**src/rtl/ex_muldiv_pkg.sv**
```systemverilog
// Shared definitions for the EX-stage multiply/divide unit: op codes, FSM states
// and the per-operation context latched on accept.
package ex_muldiv_pkg;

    localparam int unsigned MD_OP_BUS = 4;

    localparam logic [MD_OP_BUS-1:0] MD_OP_NONE  = 4'd0;
    localparam logic [MD_OP_BUS-1:0] MD_OP_MULT  = 4'd1;
    localparam logic [MD_OP_BUS-1:0] MD_OP_MULTU = 4'd2;
    localparam logic [MD_OP_BUS-1:0] MD_OP_DIV   = 4'd3;
    localparam logic [MD_OP_BUS-1:0] MD_OP_DIVU  = 4'd4;
    localparam logic [MD_OP_BUS-1:0] MD_OP_MFHI  = 4'd5;
    localparam logic [MD_OP_BUS-1:0] MD_OP_MFLO  = 4'd6;
    localparam logic [MD_OP_BUS-1:0] MD_OP_MTHI  = 4'd7;
    localparam logic [MD_OP_BUS-1:0] MD_OP_MTLO  = 4'd8;

    typedef enum logic [1:0] {
        MD_IDLE = 2'd0,
        MD_BUSY = 2'd1,
        MD_DONE = 2'd2
    } md_state_e;

    // Sign/kind information captured on accept; operands are held as magnitudes.
    typedef struct packed {
        logic is_div;
        logic neg_res;
        logic neg_rem;
        logic div_zero;
    } md_ctx_t;

    function automatic logic md_is_arith(input logic [MD_OP_BUS-1:0] op);
        return (op == MD_OP_MULT) || (op == MD_OP_MULTU) ||
               (op == MD_OP_DIV)  || (op == MD_OP_DIVU);
    endfunction

    function automatic logic md_is_signed(input logic [MD_OP_BUS-1:0] op);
        return (op == MD_OP_MULT) || (op == MD_OP_DIV);
    endfunction

endpackage

```
**src/rtl/ex_muldiv.sv**
```systemverilog
// Iterative (radix-2) multiply/divide unit with architectural HI/LO registers.
// Stalls the pipeline from the accept cycle until the result is committed.
module ex_muldiv
    import ex_muldiv_pkg::*;
#(
    parameter int unsigned DATA_WIDTH = 32,
    parameter int unsigned CNT_WIDTH  = $clog2(DATA_WIDTH)
) (
    input  logic                  clk,
    input  logic                  rst_n,
    input  logic                  op_valid,
    input  logic [MD_OP_BUS-1:0]  op,
    input  logic [DATA_WIDTH-1:0] operand_1,
    input  logic [DATA_WIDTH-1:0] operand_2,
    input  logic                  flush,
    output logic                  stall_req,
    output logic                  busy,
    output logic [DATA_WIDTH-1:0] hi_out,
    output logic [DATA_WIDTH-1:0] lo_out,
    output logic [DATA_WIDTH-1:0] mf_result
);

    localparam int unsigned W  = DATA_WIDTH;
    localparam int unsigned AW = 2 * DATA_WIDTH;

    md_state_e            state_q, state_d;
    logic [CNT_WIDTH-1:0] cnt_q;
    logic [AW-1:0]        acc_q;
    logic [W-1:0]         mcand_q;
    logic [W-1:0]         dividend_q;
    md_ctx_t              ctx_q;
    logic [W-1:0]         hi_q, lo_q;

    logic                 accept_c;
    logic                 mt_c;
    logic                 last_step_c;
    logic                 a_neg, b_neg;
    logic [W-1:0]         a_mag, b_mag;
    logic [AW-1:0]        acc_step;
    logic [W:0]           mul_sum;
    logic [W:0]           div_shift;
    logic [W:0]           div_diff;
    logic [AW-1:0]        prod_fix;
    logic [W-1:0]         res_hi, res_lo;

    // Issue decode: flush outranks both accept and MTHI/MTLO.
    assign accept_c    = (state_q == MD_IDLE) && op_valid && md_is_arith(op) && !flush;
    assign mt_c        = (state_q == MD_IDLE) && op_valid && !flush &&
                         ((op == MD_OP_MTHI) || (op == MD_OP_MTLO));
    assign last_step_c = (state_q == MD_BUSY) && (cnt_q == CNT_WIDTH'(W - 1));

    assign stall_req = accept_c || (state_q == MD_BUSY);
    assign busy      = (state_q == MD_BUSY);
    assign hi_out    = hi_q;
    assign lo_out    = lo_q;

    // Operand magnitudes; unsigned ops never flag a sign.
    always_comb begin
        a_neg = md_is_signed(op) && operand_1[W-1];
        b_neg = md_is_signed(op) && operand_2[W-1];
        a_mag = a_neg ? -operand_1 : operand_1;
        b_mag = b_neg ? -operand_2 : operand_2;
    end

    // One radix-2 step: shift-add multiply or restoring divide on {rem, quo}.
    always_comb begin
        acc_step  = acc_q;
        mul_sum   = '0;
        div_shift = '0;
        div_diff  = '0;
        if (ctx_q.is_div) begin
            div_shift = {acc_q[AW-1:W], acc_q[W-1]};
            div_diff  = div_shift - {1'b0, mcand_q};
            if (!div_diff[W]) begin
                acc_step = {div_diff[W-1:0], acc_q[W-2:0], 1'b1};
            end else begin
                acc_step = {div_shift[W-1:0], acc_q[W-2:0], 1'b0};
            end
        end else begin
            mul_sum  = {1'b0, acc_q[AW-1:W]} + (acc_q[0] ? {1'b0, mcand_q} : '0);
            acc_step = {mul_sum, acc_q[W-1:1]};
        end
    end

    // Sign fixup of the final step, applied on the commit edge.
    always_comb begin
        prod_fix = ctx_q.neg_res ? -acc_step : acc_step;
        res_hi   = prod_fix[AW-1:W];
        res_lo   = prod_fix[W-1:0];
        if (ctx_q.is_div) begin
            if (ctx_q.div_zero) begin
                res_hi = dividend_q;
                res_lo = '1;
            end else begin
                res_hi = ctx_q.neg_rem ? -acc_step[AW-1:W] : acc_step[AW-1:W];
                res_lo = ctx_q.neg_res ? -acc_step[W-1:0]  : acc_step[W-1:0];
            end
        end
    end

    always_comb begin
        mf_result = '0;
        if (op == MD_OP_MFHI) begin
            mf_result = hi_q;
        end else if (op == MD_OP_MFLO) begin
            mf_result = lo_q;
        end
    end

    always_ff @(posedge clk or negedge rst_n) begin
        if (!rst_n) begin
            state_q <= MD_IDLE;
        end else begin
            state_q <= state_d;
        end
    end

    always_comb begin
        state_d = state_q;
        unique case (state_q)
            MD_IDLE: begin
                if (accept_c) begin
                    state_d = MD_BUSY;
                end
            end
            MD_BUSY: begin
                if (flush) begin
                    state_d = MD_IDLE;
                end else if (last_step_c) begin
                    state_d = MD_DONE;
                end
            end
            MD_DONE: state_d = MD_IDLE;
            default: state_d = MD_IDLE;
        endcase
    end

    // Datapath: operand capture, iteration, and HI/LO commit.
    always_ff @(posedge clk or negedge rst_n) begin
        if (!rst_n) begin
            cnt_q      <= '0;
            acc_q      <= '0;
            mcand_q    <= '0;
            dividend_q <= '0;
            ctx_q      <= '0;
            hi_q       <= '0;
            lo_q       <= '0;
        end else if (accept_c) begin
            cnt_q          <= '0;
            dividend_q     <= operand_1;
            ctx_q.is_div   <= (op == MD_OP_DIV) || (op == MD_OP_DIVU);
            ctx_q.neg_res  <= a_neg ^ b_neg;
            ctx_q.neg_rem  <= a_neg;
            ctx_q.div_zero <= ((op == MD_OP_DIV) || (op == MD_OP_DIVU)) && (operand_2 == '0);
            if ((op == MD_OP_DIV) || (op == MD_OP_DIVU)) begin
                acc_q   <= {W'(0), a_mag};
                mcand_q <= b_mag;
            end else begin
                acc_q   <= {W'(0), b_mag};
                mcand_q <= a_mag;
            end
        end else if ((state_q == MD_BUSY) && !flush) begin
            acc_q <= acc_step;
            cnt_q <= cnt_q + CNT_WIDTH'(1);
            if (last_step_c) begin
                hi_q <= res_hi;
                lo_q <= res_lo;
            end
        end else if (mt_c) begin
            if (op == MD_OP_MTHI) begin
                hi_q <= operand_1;
            end else begin
                lo_q <= operand_1;
            end
        end
    end

endmodule
```
**config.mk**
```make
export PLATFORM = sky130hd
export DESIGN_NAME = ex_muldiv
export DESIGN_NICKNAME = d
export VERILOG_FILES = /design/src/rtl/ex_muldiv_pkg.sv /design/src/rtl/ex_muldiv.sv
export SDC_FILE = /design/constraint.sdc
export NUM_CORES = 1
export LEC_CHECK = 0
export BUFFER_PORTS_ARGS = -buffer_cell sky130_fd_sc_hd__buf_2
export CAP_MARGIN = 20
export CELL_PAD_IN_SITES_DETAIL_PLACEMENT = 1
export CELL_PAD_IN_SITES_GLOBAL_PLACEMENT = 1
export CORE_ASPECT_RATIO = 0.75
export CORE_MARGIN = 3
export CORE_UTILIZATION = 45
export CTS_CLUSTER_DIAMETER = 40
export DETAILED_ROUTE_END_ITERATION = 16
export PLACE_DENSITY = 0.84
export SYNTH_ARGS = -nofsm -noshare
export SYNTH_HDL_FRONTEND = slang
export SYNTH_SLANG_ARGS = --single-unit
```
**constraint.sdc**
```tcl
create_clock -name clk -period 7.66 [get_ports clk]
set_input_delay 1.532 -clock clk [delete_from_list [all_inputs] [get_ports clk]]
set_output_delay 1.532 -clock clk [all_outputs]
set_load 0.03 [all_outputs]
```
==> qor.yml <==
status: "finished clean"
ios: 170
avgSynthCellArea_um2: 7.458
fin_cells: 3229
clock.fmax_mhz: 143.6
setup_viol: 0
die_height_um: 184.1
track_usage_pct: 39.13
synth_edf_count: 0
antenna_found_initial: 7
first_iter_violations: 2568
synth_cell_types: 95
die_x_um: 243.4
maxCapViolCount: 0
path_clk_slew_ns: 0.05
period_minus_slack_ns: 6.966
grt_pass1_vias: 21480
rows: 64
slew_headroom_pct: 25.56
drt_first_pass_iters: 6
hold_slack_ns: 0.4757
synth_cells: 2551
drt-vias-per-instance: 6.670
die_area_um2: 44810
ys_warn_count: 0
p_leak_nw: 9.222
r2r_slack_ns: 0.69
crit_path_start_kind: "flip-flop"
routed_wl_mm: 89.80
io_buffers: 169
seq_area_um2: 5084
async_flop_share_pct: 100.0
synth_top_area_share_pct: 26.70
rsz0062_at_grt: "no"
tightest_slew_ns: 1.117
endpoint_kind: "flip-flop"
clock_skew_ns: 0.02678
cts_hold_buf: 0
numCtsBuffers: 39
core-area_um2: 41240
hpwl_mm: 67.88
worstPathArrival_ns: 7.39
grt_pass1_wl_mm: 134.8
max_stage_delay_ns: 0.62
yosys_most_used_dff: "dfrtp_1"
num_vias: 21540
route.detailed.wl_per_inst_um: 27.81
period_share_pct: 90.94
multi_input_area_um2: 13080
critPathSlowestCell: "or4_1"
cts_tree: "yes"
netlist_top_cells_area: "dfrtp_1 (27%), nand2_1 (7.7%), o21ai_0 (6.8%)"
start_util_pct: 46.13
finalMaxSlewViolations: 0
drive_gt1_share_pct: 12.75
grt_overflow: 0
hold_path.class: "reg -> reg"
syn_nets: 2695
cts-root-buf: "clkbuf_16"
clk_latency_ns: 0.56
syn_to_final_growth_pct: 13.88
synth_area_um2: 19020
gp_congestion: 1.020
drc: 0
cts-htree-levels: 2
synth.largest_area_cell: "dfrtp_1"
fillers: 5146
postCtsSetupRepairBufs: 0
path_class: "reg -> reg"
fin_setup_tns_ns: 0
cp_max_fo: 7
grt_max_degree: 153
cts_buffer_depth: 3
ant_nets: 0
hold_violations: 0
cts.sinks: 203
dp_cells: 3158
nets: 2783
seq_area_frac_synth_pct: 26.70
powerDensity_nw_per_um2: 524.3
required_ns: 8.08
cts_resized: 0
ys_ff_latch: 203
ir_drop_v: 0.0002563
==> routing by layer <==
layer  global-route usage, %  part of all wire [%]
met2                   55.24                    40
met1                   53.98                    43
met3                   13.79                    12
met4                   16.62                   4.5
met5                       0                 0.075
==> flip-flops by register name (all words and copies together) (netlist names) <==
signal,count
acc_q,64
dividend_q,32
hi_out,32
lo_out,32
mcand_q,32
cnt_q,5
ctx_q,4
state_q,2
==> cell usage in the layout, fill, tap and decap left out, drive strengths merged, types with 24 or more instances in the layout <==
master,synthesis,routed
or3,29,29
nand2,392,392
o211ai,72,72
a22o,32,32
nand3,74,74
inv,73,77
buf,43,211
o22ai,43,43
o31ai,25,25
xnor2,92,92
nor3,65,65
ha,70,70
mux2i,52,52
clkbuf,121,47
xor2,94,94
and2,44,44
dfrtp,203,203
a21oi,206,206
nor2,184,184
nand2b,29,29
nand4,26,26
and3,24,24
o21ai,271,271
==> synth_stat cells (25+ instances only) <==
cell      count
nor2_1      184
inv_1        72
nand2b_1     29
dfrtp_1     203
o21ai_0     257
and2_1       43
xor2_1       94
or3_1        29
o22ai_1      43
a21oi_1     201
nand3_1      73
clkbuf_1    120
o211ai_1     72
a22o_1       32
nor3_1       62
ha_1         70
nand2_1     390
xnor2_1      92
nand4_1      25
mux2i_1      52
==> layout make-up <==
type,instances,share of cell area [%]
Timing Repair Buffer,211,5.573
Multi-Input combinational cell,2110,60.37
Inverter,74,1.282
Clock inverter,22,1.271
Clock buffer,47,4.788
Antenna cell,1,0.01155
Tap cell,561,3.240
Sequential cell,203,23.47
==> worst max-delay path, delay by kind of cell (launching register included) <==
kind	cells	cell delay, ns
AND/OR/NAND/NOR	10	3.19
AO/OA/AOI/OAI	8	1.77
adder cells (fa/ha/maj)	3	0.77
flip-flops	1	0.44
multiplexers	1	0.38
buffers and inverters	3	0.26
==> logic make-up after synthesis <==
logic type | after synthesis | synth area share [%]
AND/OR/NAND/NOR | 948 | 23.39
AO/OA/AOI/OAI | 846 | 28.59
flip-flops | 203 | 26.70
buffers and inverters | 238 | 4.847
XOR/XNOR | 186 | 8.563
multiplexers | 58 | 3.091
adder cells (fa/ha/maj) | 72 | 4.814
==> where the power goes <==
| group | internal (mW) | total, mW | switching (mW) | leakage (nW) |
|---|---|---|---|---|
| Combinational | 2.43 | 7.55 | 5.12 | 6.00 |
| Sequential | 1.49 | 2.02 | 0.528 | 2.59 |
| Clock | 1.11 | 1.79 | 0.676 | 0.634 |
| Total | 5.03 | 11.4 | 6.33 | 9.22 |
==> worst paths after layout <==
path / startpoint / end / cells past startpoint
max in group asynchronous: rst_n / ctx_q[3] / 2
max reg2reg: acc_q[31] / hi_out[26] / 25
max: acc_q[31] / hi_out[26] / 25
min in group asynchronous: rst_n / acc_q[60] / 1
min reg2reg: dividend_q[11] / dividend_q[11] / 2
min: dividend_q[11] / dividend_q[11] / 2
==> per-stage QoR <==
| step | power, mW | instance area [um2] | util [%] | setup slack (ns) |
|---|---|---|---|---|
| 2_1_floorplan | 6.733 | 19020 | - | 1.778 |
| 3_3_place_gp | 9.025 | 20320 | 49.26 | 1.244 |
| 3_5_place_dp | 9.230 | 20330 | 49.31 | 0.9854 |
| 4_1_cts | 11.09 | 21650 | 52.49 | 0.9327 |
| 5_1_grt | 11.96 | 21660 | 52.53 | 0.4262 |
| 6_report | 11.36 | 21660 | 52.53 | 0.6941 |
Note: power is estimated with default switching activity, not from simulation.
